`config.mk`:
```
export PLATFORM = sky130hd
export DESIGN_NAME = exec_unit_forwarder_flat
export DESIGN_NICKNAME = d
export VERILOG_FILES = /design/src/rtl/exec_unit_forwarder_if.sv /design/src/rtl/exec_unit_forwarder.sv /design/src/flat_wrapper.sv
export SDC_FILE = /design/constraint.sdc
export NUM_CORES = 1
export LEC_CHECK = 0
export ABC_AREA = 1
export BUFFER_PORTS_ARGS = -buffer_cell sky130_fd_sc_hd__buf_2
export CAP_MARGIN = 20
export CORE_MARGIN = 5
export CORE_UTILIZATION = 40
export CTS_CLUSTER_SIZE = 24
export DETAILED_ROUTE_END_ITERATION = 12
export REMOVE_ABC_BUFFERS = 1
export SYNTH_ARGS = -nofsm -noshare
export SYNTH_HDL_FRONTEND = slang
export SYNTH_SLANG_ARGS = --single-unit
export TNS_END_PERCENT = 5
```
`constraint.sdc`:
```
create_clock -name clk -period 3.65 [get_ports clk]
set_input_delay 0.1825 -clock clk [delete_from_list [all_inputs] [get_ports clk]]
set_output_delay 0.1825 -clock clk [all_outputs]
set_load 0.005 [all_outputs]
```
`src/rtl/exec_unit_forwarder_if.sv`:
```
// Issue/forward bus between the reservation station, the execution unit and the CDB arbiter.
// master = issuing/arbitrating side, slave = exec_unit_forwarder.
interface exec_unit_forwarder_if;
  logic [41:0] in_op;
  logic        in_valid;
  logic        in_ready;
  logic        fwd_req;
  logic        fwd_grant;
  logic [22:0] fwd_out;

  modport master (
    output in_op,
    output in_valid,
    output fwd_grant,
    input  in_ready,
    input  fwd_req,
    input  fwd_out
  );

  modport slave (
    input  in_op,
    input  in_valid,
    input  fwd_grant,
    output in_ready,
    output fwd_req,
    output fwd_out
  );
endinterface

```
`src/rtl/exec_unit_forwarder.sv`:
```
// Single-issue execution unit whose results queue in an in-order FIFO until the CDB grants a slot.
// Optional feature macro MUL_EN: opcode 7 becomes a MUL_CYCLES-long multiply; otherwise it yields 0.
module exec_unit_forwarder #(
  parameter int DEPTH      = 4,
  parameter int MUL_CYCLES = 3
) (
  input  logic                  clk,
  input  logic                  rst,
  input  logic                  flush_i,
  exec_unit_forwarder_if.slave  bus
);

  localparam int PW = (DEPTH > 1) ? $clog2(DEPTH) : 1;
  localparam int CW = PW + 1;
  localparam logic [CW-1:0] DepthC = CW'(DEPTH);

  if (DEPTH < 2 || (DEPTH & (DEPTH - 1)) != 0 || MUL_CYCLES < 1) begin : g_bad_params
    $error("exec_unit_forwarder: DEPTH must be a power of two >= 2 and MUL_CYCLES >= 1");
  end

  logic          stage_valid_q;
  logic [3:0]    stage_op_q;
  logic [5:0]    stage_rob_q;
  logic [15:0]   stage_a_q;
  logic [15:0]   stage_b_q;

  logic [PW-1:0] rd_q, rd_d;
  logic [PW-1:0] wr_q, wr_d;
  logic [CW-1:0] count_q, count_d;
  logic [21:0]   mem_q [DEPTH];

  logic          accept;
  logic          stage_push;
  logic          fifo_push;
  logic          fifo_pop;
  logic          fifo_nonempty;
  logic          mul_busy;
  logic [CW-1:0] occupancy;

  function automatic logic [15:0] aluResult(input logic [3:0] op,
                                            input logic [15:0] a,
                                            input logic [15:0] b);
    logic [15:0] r;
    r = '0;
    case (op)
      4'd0:    r = a + b;
      4'd1:    r = a - b;
      4'd2:    r = a & b;
      4'd3:    r = a | b;
      4'd4:    r = a ^ b;
      4'd5:    r = a << b[3:0];
      4'd6:    r = a >> b[3:0];
`ifdef MUL_EN
      4'd7:    r = a * b;
`endif
      default: r = '0;
    endcase
    return r;
  endfunction

  // A result in the stage already owns a FIFO slot, so admission counts it alongside the queue.
  assign occupancy     = count_q + CW'(stage_valid_q);
  assign bus.in_ready  = !mul_busy && (occupancy < DepthC) && !flush_i;
  assign accept        = bus.in_valid && bus.in_ready;

  assign fifo_nonempty = (count_q != '0);
  assign fifo_pop      = fifo_nonempty && bus.fwd_grant && !flush_i;
  assign fifo_push     = stage_push && !flush_i;

  assign bus.fwd_req   = fifo_nonempty;
  assign bus.fwd_out   = {fifo_pop, fifo_nonempty ? mem_q[rd_q] : 22'd0};

`ifdef MUL_EN
  localparam int CNTW = (MUL_CYCLES > 1) ? $clog2(MUL_CYCLES) : 1;

  typedef enum logic {
    S_IDLE,
    S_MUL
  } state_t;

  state_t           state_q, state_d;
  logic [CNTW-1:0]  cnt_q, cnt_d;

  assign mul_busy = (state_q == S_MUL);

  always_ff @(posedge clk or posedge rst) begin
    if (rst) begin
      state_q <= S_IDLE;
      cnt_q   <= '0;
    end else begin
      state_q <= state_d;
      cnt_q   <= cnt_d;
    end
  end

  // In IDLE the stage holds a 1-cycle ALU op; in MUL it holds the multiply until cnt runs out.
  always_comb begin
    state_d    = state_q;
    cnt_d      = cnt_q;
    stage_push = 1'b0;
    case (state_q)
      S_IDLE: begin
        stage_push = stage_valid_q;
        if (accept && bus.in_op[41:38] == 4'd7) begin
          state_d = S_MUL;
          cnt_d   = CNTW'(MUL_CYCLES - 1);
        end
      end
      S_MUL: begin
        if (cnt_q == '0) begin
          stage_push = stage_valid_q;
          state_d    = S_IDLE;
        end else begin
          cnt_d = cnt_q - CNTW'(1);
        end
      end
      default: state_d = S_IDLE;
    endcase
    if (flush_i) begin
      state_d = S_IDLE;
      cnt_d   = '0;
    end
  end
`else
  assign mul_busy   = 1'b0;
  assign stage_push = stage_valid_q;
`endif

  always_ff @(posedge clk or posedge rst) begin
    if (rst) begin
      stage_valid_q <= 1'b0;
      stage_op_q    <= '0;
      stage_rob_q   <= '0;
      stage_a_q     <= '0;
      stage_b_q     <= '0;
    end else if (flush_i) begin
      stage_valid_q <= 1'b0;
    end else if (accept) begin
      stage_valid_q <= 1'b1;
      stage_op_q    <= bus.in_op[41:38];
      stage_rob_q   <= bus.in_op[37:32];
      stage_a_q     <= bus.in_op[31:16];
      stage_b_q     <= bus.in_op[15:0];
    end else if (stage_push) begin
      stage_valid_q <= 1'b0;
    end
  end

  always_comb begin
    rd_d    = rd_q;
    wr_d    = wr_q;
    count_d = count_q;
    if (flush_i) begin
      rd_d    = '0;
      wr_d    = '0;
      count_d = '0;
    end else begin
      if (fifo_push) wr_d = wr_q + PW'(1);
      if (fifo_pop)  rd_d = rd_q + PW'(1);
      case ({fifo_push, fifo_pop})
        2'b10:   count_d = count_q + CW'(1);
        2'b01:   count_d = count_q - CW'(1);
        default: count_d = count_q;
      endcase
    end
  end

  always_ff @(posedge clk or posedge rst) begin
    if (rst) begin
      rd_q    <= '0;
      wr_q    <= '0;
      count_q <= '0;
    end else begin
      rd_q    <= rd_d;
      wr_q    <= wr_d;
      count_q <= count_d;
    end
  end

  // Storage needs no reset: entries are only visible while count_q covers them.
  always_ff @(posedge clk) begin
    if (fifo_push) begin
      mem_q[wr_q] <= {stage_rob_q, aluResult(stage_op_q, stage_a_q, stage_b_q)};
    end
  end

endmodule
```
`src/flat_wrapper.sv`:
```
// flat-port wrapper written by rule: the top's interface ports become plain ports
module exec_unit_forwarder_flat 
#(
  parameter int DEPTH      = 4,
  parameter int MUL_CYCLES = 3
)
  (clk, rst, flush_i, bus_in_op, bus_in_valid, bus_fwd_grant, bus_in_ready, bus_fwd_req, bus_fwd_out);
  exec_unit_forwarder_if bus_i ();
  input  logic clk;
  input  logic rst;
  input  logic flush_i;
  input wire logic [$bits(bus_i.in_op)-1:0] bus_in_op;
  input wire logic [$bits(bus_i.in_valid)-1:0] bus_in_valid;
  input wire logic [$bits(bus_i.fwd_grant)-1:0] bus_fwd_grant;
  output wire logic [$bits(bus_i.in_ready)-1:0] bus_in_ready;
  output wire logic [$bits(bus_i.fwd_req)-1:0] bus_fwd_req;
  output wire logic [$bits(bus_i.fwd_out)-1:0] bus_fwd_out;
  assign bus_i.in_op = bus_in_op;
  assign bus_i.in_valid = bus_in_valid;
  assign bus_i.fwd_grant = bus_fwd_grant;
  assign bus_in_ready = bus_i.in_ready;
  assign bus_fwd_req = bus_i.fwd_req;
  assign bus_fwd_out = bus_i.fwd_out;
  exec_unit_forwarder #(.DEPTH(DEPTH), .MUL_CYCLES(MUL_CYCLES)) u_core (.clk(clk), .rst(rst), .flush_i(flush_i), .bus(bus_i));
endmodule
```
# == Word level (Yosys, flattened, before mapping) ==
# Memory sizes are Yosys's and may differ from the RTL's.
# Cells that the tools add are included.
# word_totals
register_bits,50
ram_bits,88
output_inout_bits,25
elab_cells,56
mem_count,1
# mem_list
name,depth,word_bits,read_ports,rd_clocked_by_memory_dff,write_ports,line,text
u_core.mem_q,4,22,1,0,1,exec_unit_forwarder.sv:30,logic [21:0] mem_q [DEPTH];
# op_classes
addsub,7
magnitude_cmp,1
n_eq_ne,8
n_shift,2
muxes,13
bitwise,4
n_reduce_logical,12
# op_table
operator,count
16-bit case mux with 7 select lines,1
22-bit 2-to-1 mux,1
16-bit adder,1
16-bit AND,1
16-bit 2-to-1 mux,1
16-bit bitwise OR,1
16-bit by 4-bit << shifter with 16-bit output,1
16-bit by 4-bit right shift with 16-bit output,1
16-bit subtractor,1
16-bit bitwise XOR,1
"4-bit by 3-bit equality test with 1-bit output, second input constant",3
"4-bit by 2-bit equality test with 1-bit output, second input constant",2
2-bit 2-to-1 mux,4
3-bit case mux with 2 select lines,1
3-bit nonzero test,2
1-bit logical AND,5
"2-bit by 1-bit adder with 2-bit output, second input constant",2
"4-bit by 1-bit equality test with 1-bit output, second input constant",1
4-bit zero test,1
1-bit 2-to-1 mux,4
2-bit nonzero test,2
3-bit by 1-bit adder with 3-bit output,1
"3-bit by 1-bit adder with 3-bit output, second input constant",1
"3-bit less-than comparator, second input constant",1
7 further kinds,7

# == Logic depth before layout (Yosys ltp) ==
# Gate-level depths: netlist of run 1.
# depth
word_depth,6
ltp_mapped,21
mapped_depth_nobuf,19

# == Worst setup path after synthesis of run 1 ==
# OpenSTA, ideal clock, no wires.
# synth_timing
path_type,flip-flop to flip-flop
startpoint,reg u_core.stage_b_q[1]
endpoint,"mem u_core.mem_q[0][7], data pin"
setup_ns,0.279
t_arrival_ns,2.620
required_time_ns,3.371
slack_ns,0.752
stages_incl_launch_ff,17
path_buffers,2
synth_period_minus_slack_ns,2.898
path_cell_list,dfrtp_1 buf_2 inv_2 buf_2 ha_1 nand3_2 o21ai_0 xor2_1 inv_1 ha_1 nand2_1 inv_1 a21oi_1 nand2_1 or2_2 nand3_1 nand3_1
# synth_between
elab_chain_len,3
word_cells_on_any_way,6
classes_between,add/sub: 2; shift: 2; mux: 2
# synth_lines
element,line,text
"start, declared",exec_unit_forwarder.sv:25,logic [15:0] stage_b_q;
"start signal, assigned",exec_unit_forwarder.sv:143,stage_b_q <= bus.in_op[15:0];
16-bit subtractor (tied with other cells),exec_unit_forwarder.sv:47,4'd1: r = a - b;
16-bit case mux with 7 select lines (*),exec_unit_forwarder.sv:45,case (op)
16-bit 2-to-1 mux (*),exec_unit_forwarder.sv:182,if (fifo_push) begin
"end, declared",exec_unit_forwarder.sv:30,
# Every way passes the cells marked *; elsewhere a longest branch is shown, timed or not. The select of a mux whose other input is x is not followed.

# == Worst setup path in the final report of run 1 ==
# layout_timing
startpoint,reg u_core.stage_op_q[3]
endpoint,"mem u_core.mem_q[0][7], data pin"
# layout_between
elab_chain_len,3
word_cells_on_any_way,9
classes_between,eq/ne: 6; mux: 2; reduce/logical: 1
# layout_lines
element,line,text
"start, declared",exec_unit_forwarder.sv:22,logic [3:0] stage_op_q;
"start signal, assigned",exec_unit_forwarder.sv:140,stage_op_q <= bus.in_op[41:38];
4-bit by 3-bit equality test with 1-bit output (tied with other cells),exec_unit_forwarder.sv:45,
16-bit case mux with 7 select lines (*),exec_unit_forwarder.sv:45,
16-bit 2-to-1 mux (*),exec_unit_forwarder.sv:182,
# Marked as above.

==> results.sh, run 1 <==
export IMPL_status="completed"
export IMPL_required_ns=3.77
export IMPL_vias=7926
export IMPL_via_per_inst=5.16
export IMPL_hold_class="in -> reg"
export IMPL_synthFlopType="edfxtp_1"
export IMPL_reg2reg_from="u_core.stage_op_q[3]$_DFFE_PP0P_"
export IMPL_antenna_found_initial=0
export IMPL_yosysSeqAreaShare_pct=43.3
export IMPL_drc=0
export IMPL_p_sw_mw=4.02
export IMPL_start_util_pct=41.0
export IMPL_hpwl_um=17800
export IMPL_ys_async_sr_fraction_pct=36.2
export IMPL_grt_pass1_wl_um=39900
export IMPL_ys_ff_latch=138
export IMPL_ir_worst_vdd_uv=401
export IMPL_drv_cap=0
export IMPL_relSlewSlack_pct=38.3
export IMPL_cp_start_kind="flip-flop"
export IMPL_clock_tree_buffer_depth=2
export IMPL_grt_usage_pct=19.5
export IMPL_ios=72
export IMPL_crit_type="reg -> reg"
export IMPL_cts_tree="built"
export IMPL_area_growth_pct=17.0
export IMPL_max_freq_mhz=326
export IMPL_grt_pass1_vias=7475
export IMPL_leakage_nw=4.85
export IMPL_worst_ep_arrival_time_ns=3.19
export IMPL_synth_distinct_cells=41
export IMPL_totalWireLength_um=25100
export IMPL_p_sw_share_pct=46.5
export IMPL_cts_sinks=138
export IMPL_routabilityCongestion=0.932
export IMPL_crit_end="u_core.mem_q[0][7]$_DFFE_PP_"
export IMPL_layout_nets=1346
export IMPL_die_w_um=160
export IMPL_crit_path_start="u_core.stage_op_q[3]$_DFFE_PP0P_"
export IMPL_period_share_pct=84.0
export IMPL_intPower_mw=4.62
export IMPL_critPathMaxFanout=16
export IMPL_synth_cells=1147
export IMPL_drive_above_1_share_pct=13.8
export IMPL_ant_nets=0
export IMPL_io_buffers=71
export IMPL_cts_made_buffers=17
export IMPL_final_max_slew_violation_count=0
export IMPL_wire_per_inst_um=16.3
export IMPL_tightest_slew_ns=0.925
export IMPL_period_needed_ns=3.07
export IMPL_power_frac_clock_pct=20.3
export IMPL_postCtsSetupRepairBufs=0
export IMPL_reg2regPathDepth=13
export IMPL_grt_max_degree=79
export IMPL_final_util_pct=47.9
export IMPL_die_y_um=160
export IMPL_seq_power_share_pct=28.1
export IMPL_grt_remaining_overflow=0
export IMPL_clk_pin_slew_ns=0.06
export IMPL_combPwrFrac_pct=51.5
export IMPL_synth_warnings=0
export IMPL_floorplan_rows=54
export IMPL_clock_skew_final_ns=0.0131
export IMPL_first_pass_iters=5
export IMPL_finalSetupViolations=0
export IMPL_rsz0062_at_grt="no"
export IMPL_dieArea_mm2=0.0256
export IMPL_synth_edf_count=88
export IMPL_powerDensity_mw_per_mm2=820
export IMPL_core_mm2=0.0220
export IMPL_ff2ff_setup_slack_ns=0.58
export IMPL_endpoint_kind="flip-flop"
export IMPL_cts_root_buf="clkbuf_16"
export IMPL_fin_setup_tns_ns=0
export IMPL_dr_first_iter_drc_count=537
export IMPL_hold_violations=0
export IMPL_cts_max_level=4
export IMPL_diodes=0
export IMPL_syn_area_per_cell_um2=7.84
export IMPL_r2r_end="u_core.mem_q[0][7]$_DFFE_PP_"
export IMPL_syn_area_mm2=0.00900
export IMPL_clock_latency_ns=0.42
per-stage QoR:
stage	total power, mW	hold slack [ns]	cell area [um^2]	cells	setup WS, ns
after floorplan	5.40	0.249	8680	1097	0.275
after global placement	6.79	0.239	9510	1463	0.701
after detailed placement	6.83	0.243	9510	1463	0.622
after CTS	8.64	0.0124	10500	1537	0.601
after global routing	9.34	0.0317	10500	1537	0.296
final	8.63	0.00730	10500	1537	0.583
what timing repair did:
item	4_1_cts	5_1_grt
resized for setup	0	0
endpoints found under the hold margin	59	0
hold buffers	42	0
sequential cells by signal, summed over array words and instances (netlist names), 2 cells and up:
register,count
u_core.stage_a_q,16
u_core.rd_q,2
u_core.count_q,3
u_core.stage_rob_q,6
u_core.stage_b_q,16
u_core.stage_op_q,4
u_core.mem_q,88
u_core.wr_q,2
area by class of cell:
cell class	instances	area [um^2]
fill	2133	11400
multi-input combinational	853	4400
sequential	138	3890
timing repair buffer	128	888
clock buffer	20	468
inverter	106	400
tap	280	350
clock inverter	12	129
metal layers:
metal  wire length [um]  vias up  part of all wire (%)  GRT usage, %
met1              11500     3652                    46          27.0
li1                   -     3979                     -             -
met5                  0        -                     0             0
met4                322        0                   1.3          4.03
met3               1560       30                   6.2          3.45
met2              11800      265                    47          32.4
worst min path at each step:
stage / from / end / depth (start not counted)
detailed placement: rst / u_core.stage_a_q[11]$_DFFE_PP0P_ / 2
global route: bus_in_op[17] / u_core.stage_a_q[1]$_DFFE_PP0P_ / 3
floorplan: flush_i / u_core.rd_q[1]$_DFFE_PP0P_ / 1
global placement: rst / u_core.stage_a_q[13]$_DFFE_PP0P_ / 2
finish: bus_in_op[17] / u_core.stage_a_q[1]$_DFFE_PP0P_ / 3
CTS: bus_in_op[17] / u_core.stage_a_q[1]$_DFFE_PP0P_ / 3
cells in the final DEF (no fill, tap or decap), drive strengths merged, types with 2 or more instances in the layout:
master	synthesis	routed
a21oi	68	68
buf	37	86
clkbuf	13	20
clkinv	0	5
dfrtp	50	50
dlygate4sd3	0	42
edfxtp	88	88
fa	2	2
ha	53	53
inv	106	111
nand2	311	311
nand3	74	74
nand3b	2	2
nand4	7	7
nor2	163	163
nor3	2	2
o2111ai	2	2
o211ai	12	12
o21a	6	6
o21ai	118	118
o22ai	2	2
or2	6	6
xor2	18	18
cells by family (layout without fill, tap and decap cells):
family | count (synthesis) | in the layout | synth area share, %
AND/OR/NAND/NOR | 567 | 567 | 25.9
AO/OA/AOI/OAI | 213 | 213 | 13.3
buffers and inverters | 156 | 266 | 7.96
flip-flops | 138 | 138 | 43.3
adder cells (fa/ha/maj) | 55 | 55 | 7.82
XOR/XNOR | 18 | 18 | 1.75
critical path: stages (launching register included):
cell     delay [ns]
dfrtp_1        0.38
nor2_2         0.19
nand2_1        0.35
o21ai_0        0.22
xor2_1         0.16
inv_1          0.05
ha_1           0.33
nand2_1        0.15
inv_1          0.05
a21oi_1        0.20
nand2_1        0.16
or2_2          0.30
nand3_1        0.07
nand3_1        0.14
synthesized netlist by cell type (12+ instances only):
cell / instances / area [um^2]
a21oi_1: 66 / 330
buf_2: 21 / 105
clkbuf_1: 13 / 48.8
dfrtp_1: 50 / 1250
edfxtp_1: 88 / 2640
ha_1: 53 / 663
inv_1: 97 / 364
nand2_1: 303 / 1140
nand3_1: 72 / 360
nor2_1: 154 / 578
o211ai_1: 12 / 90.1
o21ai_0: 95 / 475
o21ai_2: 16 / 140
xor2_1: 18 / 158
power by group through the flow:
stage               combinational (mW)  clock, mW  sequential (mW)
CTS                               4.43       1.78             2.43
detailed placement                4.37          0             2.46
global route                      5.00       1.87             2.47
finish                            4.45       1.75             2.43
global placement                  4.34          0             2.45
floorplan                         2.94          0             2.45
(Power assumes the default switching activity.)
==> inputs of run 2 (changes only) <==
- clock period: 3.65 -> 3.1 ns (I/O delays scaled with it)
==> run 2 against run 1 <==
Final cell count grew 0.46%. First-iteration DRC count is 22% higher. Sequential cell count stayed put. Wire length is 0.53% lower. Core utilization increased by 0.35 points. Combinational power is 20% higher. Critical endpoint unchanged.
==> results.sh, run 2 (synthesis gave the netlist of run 1 again) <==
export IMPL_cts_made_buffers=17
export IMPL_drive_above_1_share_pct=14.8
export IMPL_cts_sinks=138
export IMPL_drv_cap=0
export IMPL_powerDensity_mw_per_mm2=962
export IMPL_core_mm2=0.0220
export IMPL_tightest_slew_ns=0.899
export IMPL_grt_pass1_wl_um=40300
export IMPL_nFillCells=2157
export IMPL_hold_class="in -> reg"
export IMPL_io_buffers=71
export IMPL_period_share_pct=93.1
export IMPL_period_needed_ns=2.89
export IMPL_required_ns=3.23
export IMPL_layout_nets=1354
export IMPL_grt_pass1_vias=7703
export IMPL_postCtsSetupRepairBufs=0
export IMPL_ir_worst_vdd_uv=495
export IMPL_mostFrequentLayoutCell="nand2_1"
export IMPL_holdWs_ns=0.103
export IMPL_highest_layer="met4"
export IMPL_diodes=0
export IMPL_mostFrequentLayoutCells="301 x nand2_1, 150 x nor2_1, 96 x inv_1"
export IMPL_endpoint_kind="flip-flop"
export IMPL_clock_latency_ns=0.43
export IMPL_worst_ep_arrival_time_ns=3.01
export IMPL_crit_type="reg -> reg"
export IMPL_clock_skew_final_ns=0.0157
export IMPL_floorplan_rows=54
export IMPL_placed_area_mm2=0.00955
export IMPL_clock_tree_buffer_depth=2
export IMPL_area_growth_pct=17.9
export IMPL_wl_met1_um=11500
export IMPL_cts_max_level=4
export IMPL_dr_first_iter_drc_count=657
export IMPL_vias=7961
export IMPL_wire_per_inst_um=16.2
export IMPL_relSlewSlack_pct=40.0
export IMPL_max_freq_mhz=347
export IMPL_final_cell_area_mm2=0.0106
export IMPL_final_max_slew_violation_count=0
export IMPL_via_per_inst=5.16
export IMPL_setup_slack_ns=0.214
export IMPL_ios=72
export IMPL_hold_violations=0
export IMPL_grt_remaining_overflow=0
export IMPL_grt_usage_pct=19.7
export IMPL_start_util_pct=41.0
export IMPL_dieArea_mm2=0.0256
export IMPL_hpwl_um=17700
export IMPL_pre_cts_ws_ns=0.151
export IMPL_ant_nets=0
export IMPL_finalSetupViolations=0
export IMPL_antenna_found_initial=0
export IMPL_cts_root_buf="clkbuf_16"
export IMPL_totalWireLength_um=25000
export IMPL_wl_met3_um=1310
export IMPL_fin_setup_tns_ns=0
export IMPL_cp_start_kind="flip-flop"
export IMPL_wl_met2_um=11900
export IMPL_regMostFlops="u_core.mem_q"
export IMPL_die_w_um=160
export IMPL_rsz0062_at_grt="yes"
export IMPL_status="completed"
export IMPL_power_total_mw=10.2
export IMPL_die_y_um=160
export IMPL_grt_max_degree=57
export IMPL_top_regs="u_core.mem_q: 88 flops, u_core.stage_a_q: 16 flops, u_core.stage_b_q: 16 flops"
export IMPL_routabilityCongestion=0.904
export IMPL_cts_tree="built"
export IMPL_first_pass_iters=5
export IMPL_leakage_nw=4.87
export IMPL_clk_pin_slew_ns=0.07
export IMPL_largest_reg_flops=88
export IMPL_drc=0
export IMPL_critPathMaxFanout=5
-- run 2: worst paths after layout --
kind / start / endpoint / slack [ns] / cells after the start
worst max-delay path: u_core.stage_b_q[1]$_DFFE_PP0P_ / u_core.mem_q[0][7]$_DFFE_PP_ / 0.21 / 14
worst min-delay path: bus_in_valid / u_core.stage_rob_q[3]$_DFFE_PP0P_ / 0.10 / 4
worst max register to register: u_core.stage_b_q[1]$_DFFE_PP0P_ / u_core.mem_q[0][7]$_DFFE_PP_ / 0.21 / 14
worst min register to register: u_core.stage_rob_q[3]$_DFFE_PP0P_ / u_core.mem_q[1][19]$_DFFE_PP_ / 0.53 / 0
max in group asynchronous: rst / u_core.stage_b_q[1]$_DFFE_PP0P_ / 1.96 / 4
min in group asynchronous: rst / u_core.stage_a_q[11]$_DFFE_PP0P_ / 0.30 / 3
-- run 2: metrics by stage --
step	instances	utilization (%)
5_1_grt	1544	48.3
3_5_place_dp	1469	43.5
3_3_place_gp	1469	43.5
4_1_cts	1544	48.1
6_report	1544	48.3
2_1_floorplan	1097	-
-- run 2: what timing repair did --
item,4_1_cts,5_1_grt
hold buffers,44,0
setup endpoints to repair,0,20
resized for setup,0,9
endpoints found under the hold margin,63,0
-- run 2: layout make-up --
cell class | count | area [um^2] | area share, %
Multi-Input combinational cell | 853 | 4430 | 41.8
Sequential cell | 138 | 3890 | 36.7
Timing Repair Buffer | 136 | 953 | 8.99
Clock buffer | 18 | 429 | 4.05
Inverter | 106 | 400 | 3.78
Tap cell | 280 | 350 | 3.30
Clock inverter | 13 | 144 | 1.36
-- run 2: worst max-delay path, stage by stage (launching register included) --
cell     delay, ns
dfrtp_2       0.43
inv_2         0.06
ha_1          0.17
nand3_2       0.12
o21ai_1       0.17
xor2_1        0.18
inv_1         0.07
ha_1          0.33
nand2_1       0.16
inv_1         0.07
a21oi_2       0.18
nand2_2       0.11
or2_2         0.28
nand3_1       0.08
nand3_1       0.16
-- run 2: routing by layer --
layer | vias to the layer above | global-route usage [%]
met5 | - | 0
met2 | 204 | 32.0
li1 | 3983 | -
met3 | 26 | 4.02
met4 | 0 | 5.24
met1 | 3748 | 26.9
-- run 2: report_power, final --
part / internal (mW) / switching, mW / total [mW]
Sequential: 2.53 / 0.342 / 2.87
Clock: 1.19 / 0.826 / 2.01
Combinational: 1.79 / 3.52 / 5.32
Total: 5.51 / 4.69 / 10.2
==> inputs of run 3 (changes only) <==
- CORE_ASPECT_RATIO: not set -> 0.5
- CORE_UTILIZATION: 40 -> 55
- PLACE_DENSITY: not set -> 0.74
==> run 3 against run 2 <==
Sequential power about the same. Sequential cell count is the same. Via count up 3.8%. Critical path type unchanged. Clock power hardly changed. Register-to-register slack hardly changed. Core utilization up 17 points.
==> results.sh, run 3 (synthesis gave the netlist of run 1 again) <==
export IMPL_tightest_slew_ns=0.924
export IMPL_via_per_inst=5.52
export IMPL_hold_violations=0
export IMPL_fin_cells=1497
export IMPL_critPathBufInv=3
export IMPL_die_w_um=191
export IMPL_totalWireLength_um=26900
export IMPL_regMostFlops="u_core.mem_q"
export IMPL_rsz0062_at_grt="yes"
export IMPL_hold_path_startpoint="bus_in_op[1]"
export IMPL_period_share_pct=92.9
export IMPL_mostFrequentLayoutCell="nand2_1"
export IMPL_clock_skew_final_ns=0.0133
export IMPL_cts_root_buf="clkbuf_16"
export IMPL_cp_start_kind="flip-flop"
export IMPL_hpwl_um=19100
export IMPL_required_ns=3.25
export IMPL_routabilityCongestion=0.993
export IMPL_drc=0
export IMPL_clk_pin_slew_ns=0.07
export IMPL_layout_nets=1359
export IMPL_drive_above_1_share_pct=15.6
export IMPL_endpoint_kind="flip-flop"
export IMPL_setup_slack_ns=0.220
export IMPL_cts_tree="built"
export IMPL_top_regs="u_core.mem_q: 88 flops, u_core.stage_a_q: 16 flops, u_core.stage_b_q: 16 flops"
export IMPL_clock_tree_buffer_depth=2
export IMPL_dieArea_mm2=0.0192
export IMPL_grt_max_degree=52
export IMPL_mostFrequentLayoutCells="300 x nand2_1, 150 x nor2_1, 96 x inv_1"
export IMPL_cts_max_level=4
export IMPL_max_stage_delay_ns=0.42
export IMPL_crit_path_start="u_core.stage_b_q[1]$_DFFE_PP0P_"
export IMPL_ant_nets=0
export IMPL_grt_pass1_wl_um=42300
export IMPL_cp_common_cell="nand2_1"
export IMPL_hold_class="in -> reg"
export IMPL_wire_per_inst_um=18.0
export IMPL_holdWs_ns=0.0326
export IMPL_area_growth_pct=17.6
export IMPL_grt_remaining_overflow=0
export IMPL_vias=8264
export IMPL_worst_ep_arrival_time_ns=3.03
export IMPL_finalSetupViolations=0
export IMPL_powerDensity_mw_per_mm2=989
export IMPL_drv_cap=0
export IMPL_reg2reg_from="u_core.stage_b_q[1]$_DFFE_PP0P_"
export IMPL_diodes=0
export IMPL_seq_area_mm2=0.00389
export IMPL_first_pass_iters=5
export IMPL_antenna_found_initial=2
export IMPL_status="completed"
export IMPL_leakage_nw=4.89
export IMPL_nFillCells=1427
export IMPL_dp_cells=1422
export IMPL_cts_sinks=138
export IMPL_final_max_slew_violation_count=0
export IMPL_path_cells="inv_2, ha_2, nand3_2, nor2_4, nand4_1, nand2_1, xor2_1, inv_1, ha_4, nand2_1, inv_1, nand3_1, nor3_2, nand2_1, nand2_1, nand2_1, nand3_1, nand2_1"
export IMPL_floorplan_rows=33
export IMPL_crit_type="reg -> reg"
export IMPL_max_freq_mhz=347
export IMPL_start_util_pct=55.4
export IMPL_dr_first_iter_drc_count=753
export IMPL_critPathSlowestCell="dfrtp_1"
export IMPL_power_total_mw=10.5
export IMPL_pre_cts_ws_ns=0.114
export IMPL_ios=72
export IMPL_grt_pass1_vias=7922
export IMPL_critPathMaxFanout=5
export IMPL_ir_worst_vdd_uv=543
export IMPL_period_needed_ns=2.88
export IMPL_clock_latency_ns=0.43
export IMPL_grt_usage_pct=28.9
export IMPL_io_buffers=71
export IMPL_core_mm2=0.0162
export IMPL_critPathTopFamily="simple AND/OR/NAND/NOR gates"
export IMPL_relSlewSlack_pct=38.3
export IMPL_cts_made_buffers=17
export IMPL_largest_reg_flops=88
export IMPL_multi_input_area_mm2=0.00447
export IMPL_die_y_um=100
[run 3: changes by cell type in the layout (fill, tap and decap cells not counted), moves of 2 or more]
cell,change
a21oi_2,+2
a21oi_1,-2
dlygate4sd3_1,-2
clkbuf_1,+2
buf_4,+7
inv_6,-2
[run 3: power breakdown]
part           switching [mW]  total (mW)  internal (mW)
clock network           0.854        1.98           1.12
logic                    3.73        5.59           1.86
registers               0.371        2.90           2.53
[run 3: area by class of cell]
cell class	count	area share, %
clock inverters	11	0.934
multi-input cells	853	42.2
flip-flops and latches	138	36.8
inverters	106	3.78
well taps	227	2.68
repair buffers	141	9.32
clock buffers	21	4.26
[run 3: repair_timing]
| item | 4_1_cts | 5_1_grt |
|---|---|---|
| endpoints found under the hold margin | 58 | 0 |
| endpoints found under the setup margin | 0 | 32 |
| hold buffers | 42 | 0 |
| resized for setup | 0 | 18 |
| setup buffers | 0 | 1 |
[run 3: tightest hold or removal path, stage by stage]
cell and delay (ns):
buf_2 0.08, nand2_1 0.05, o21ai_0 0.12
[run 3: per-layer routing]
metal	global-route usage, %	wire, um	up-vias
met5	0	21	-
met4	8.83	573	4
met3	8.76	2630	45
met2	44.1	11800	332
met1	40.1	11900	3896
li1	-	-	3987
[run 3: worst paths after layout]
path,end,slack [ns],depth (start not counted)
worst max register to register,u_core.mem_q[2][13]$_DFFE_PP_,0.22,18
min in group asynchronous,u_core.stage_rob_q[0]$_DFFE_PP0P_,0.30,3
worst max-delay path,u_core.mem_q[2][13]$_DFFE_PP_,0.22,18
worst min register to register,u_core.mem_q[0][16]$_DFFE_PP_,0.52,0
worst min-delay path,u_core.stage_b_q[1]$_DFFE_PP0P_,0.03,3
max in group asynchronous,u_core.stage_b_q[14]$_DFFE_PP0P_,1.94,4
[run 3: per-stage QoR]
step | utilization (%) | cell area [um^2] | setup TNS (ns)
after floorplan | - | 8680 | -4.26
after global placement | 58.7 | 9530 | 0
after detailed placement | 58.7 | 9530 | 0
after CTS | 64.7 | 10500 | 0
after global routing | 65.2 | 10600 | -0.0544
final | 65.2 | 10600 | 0
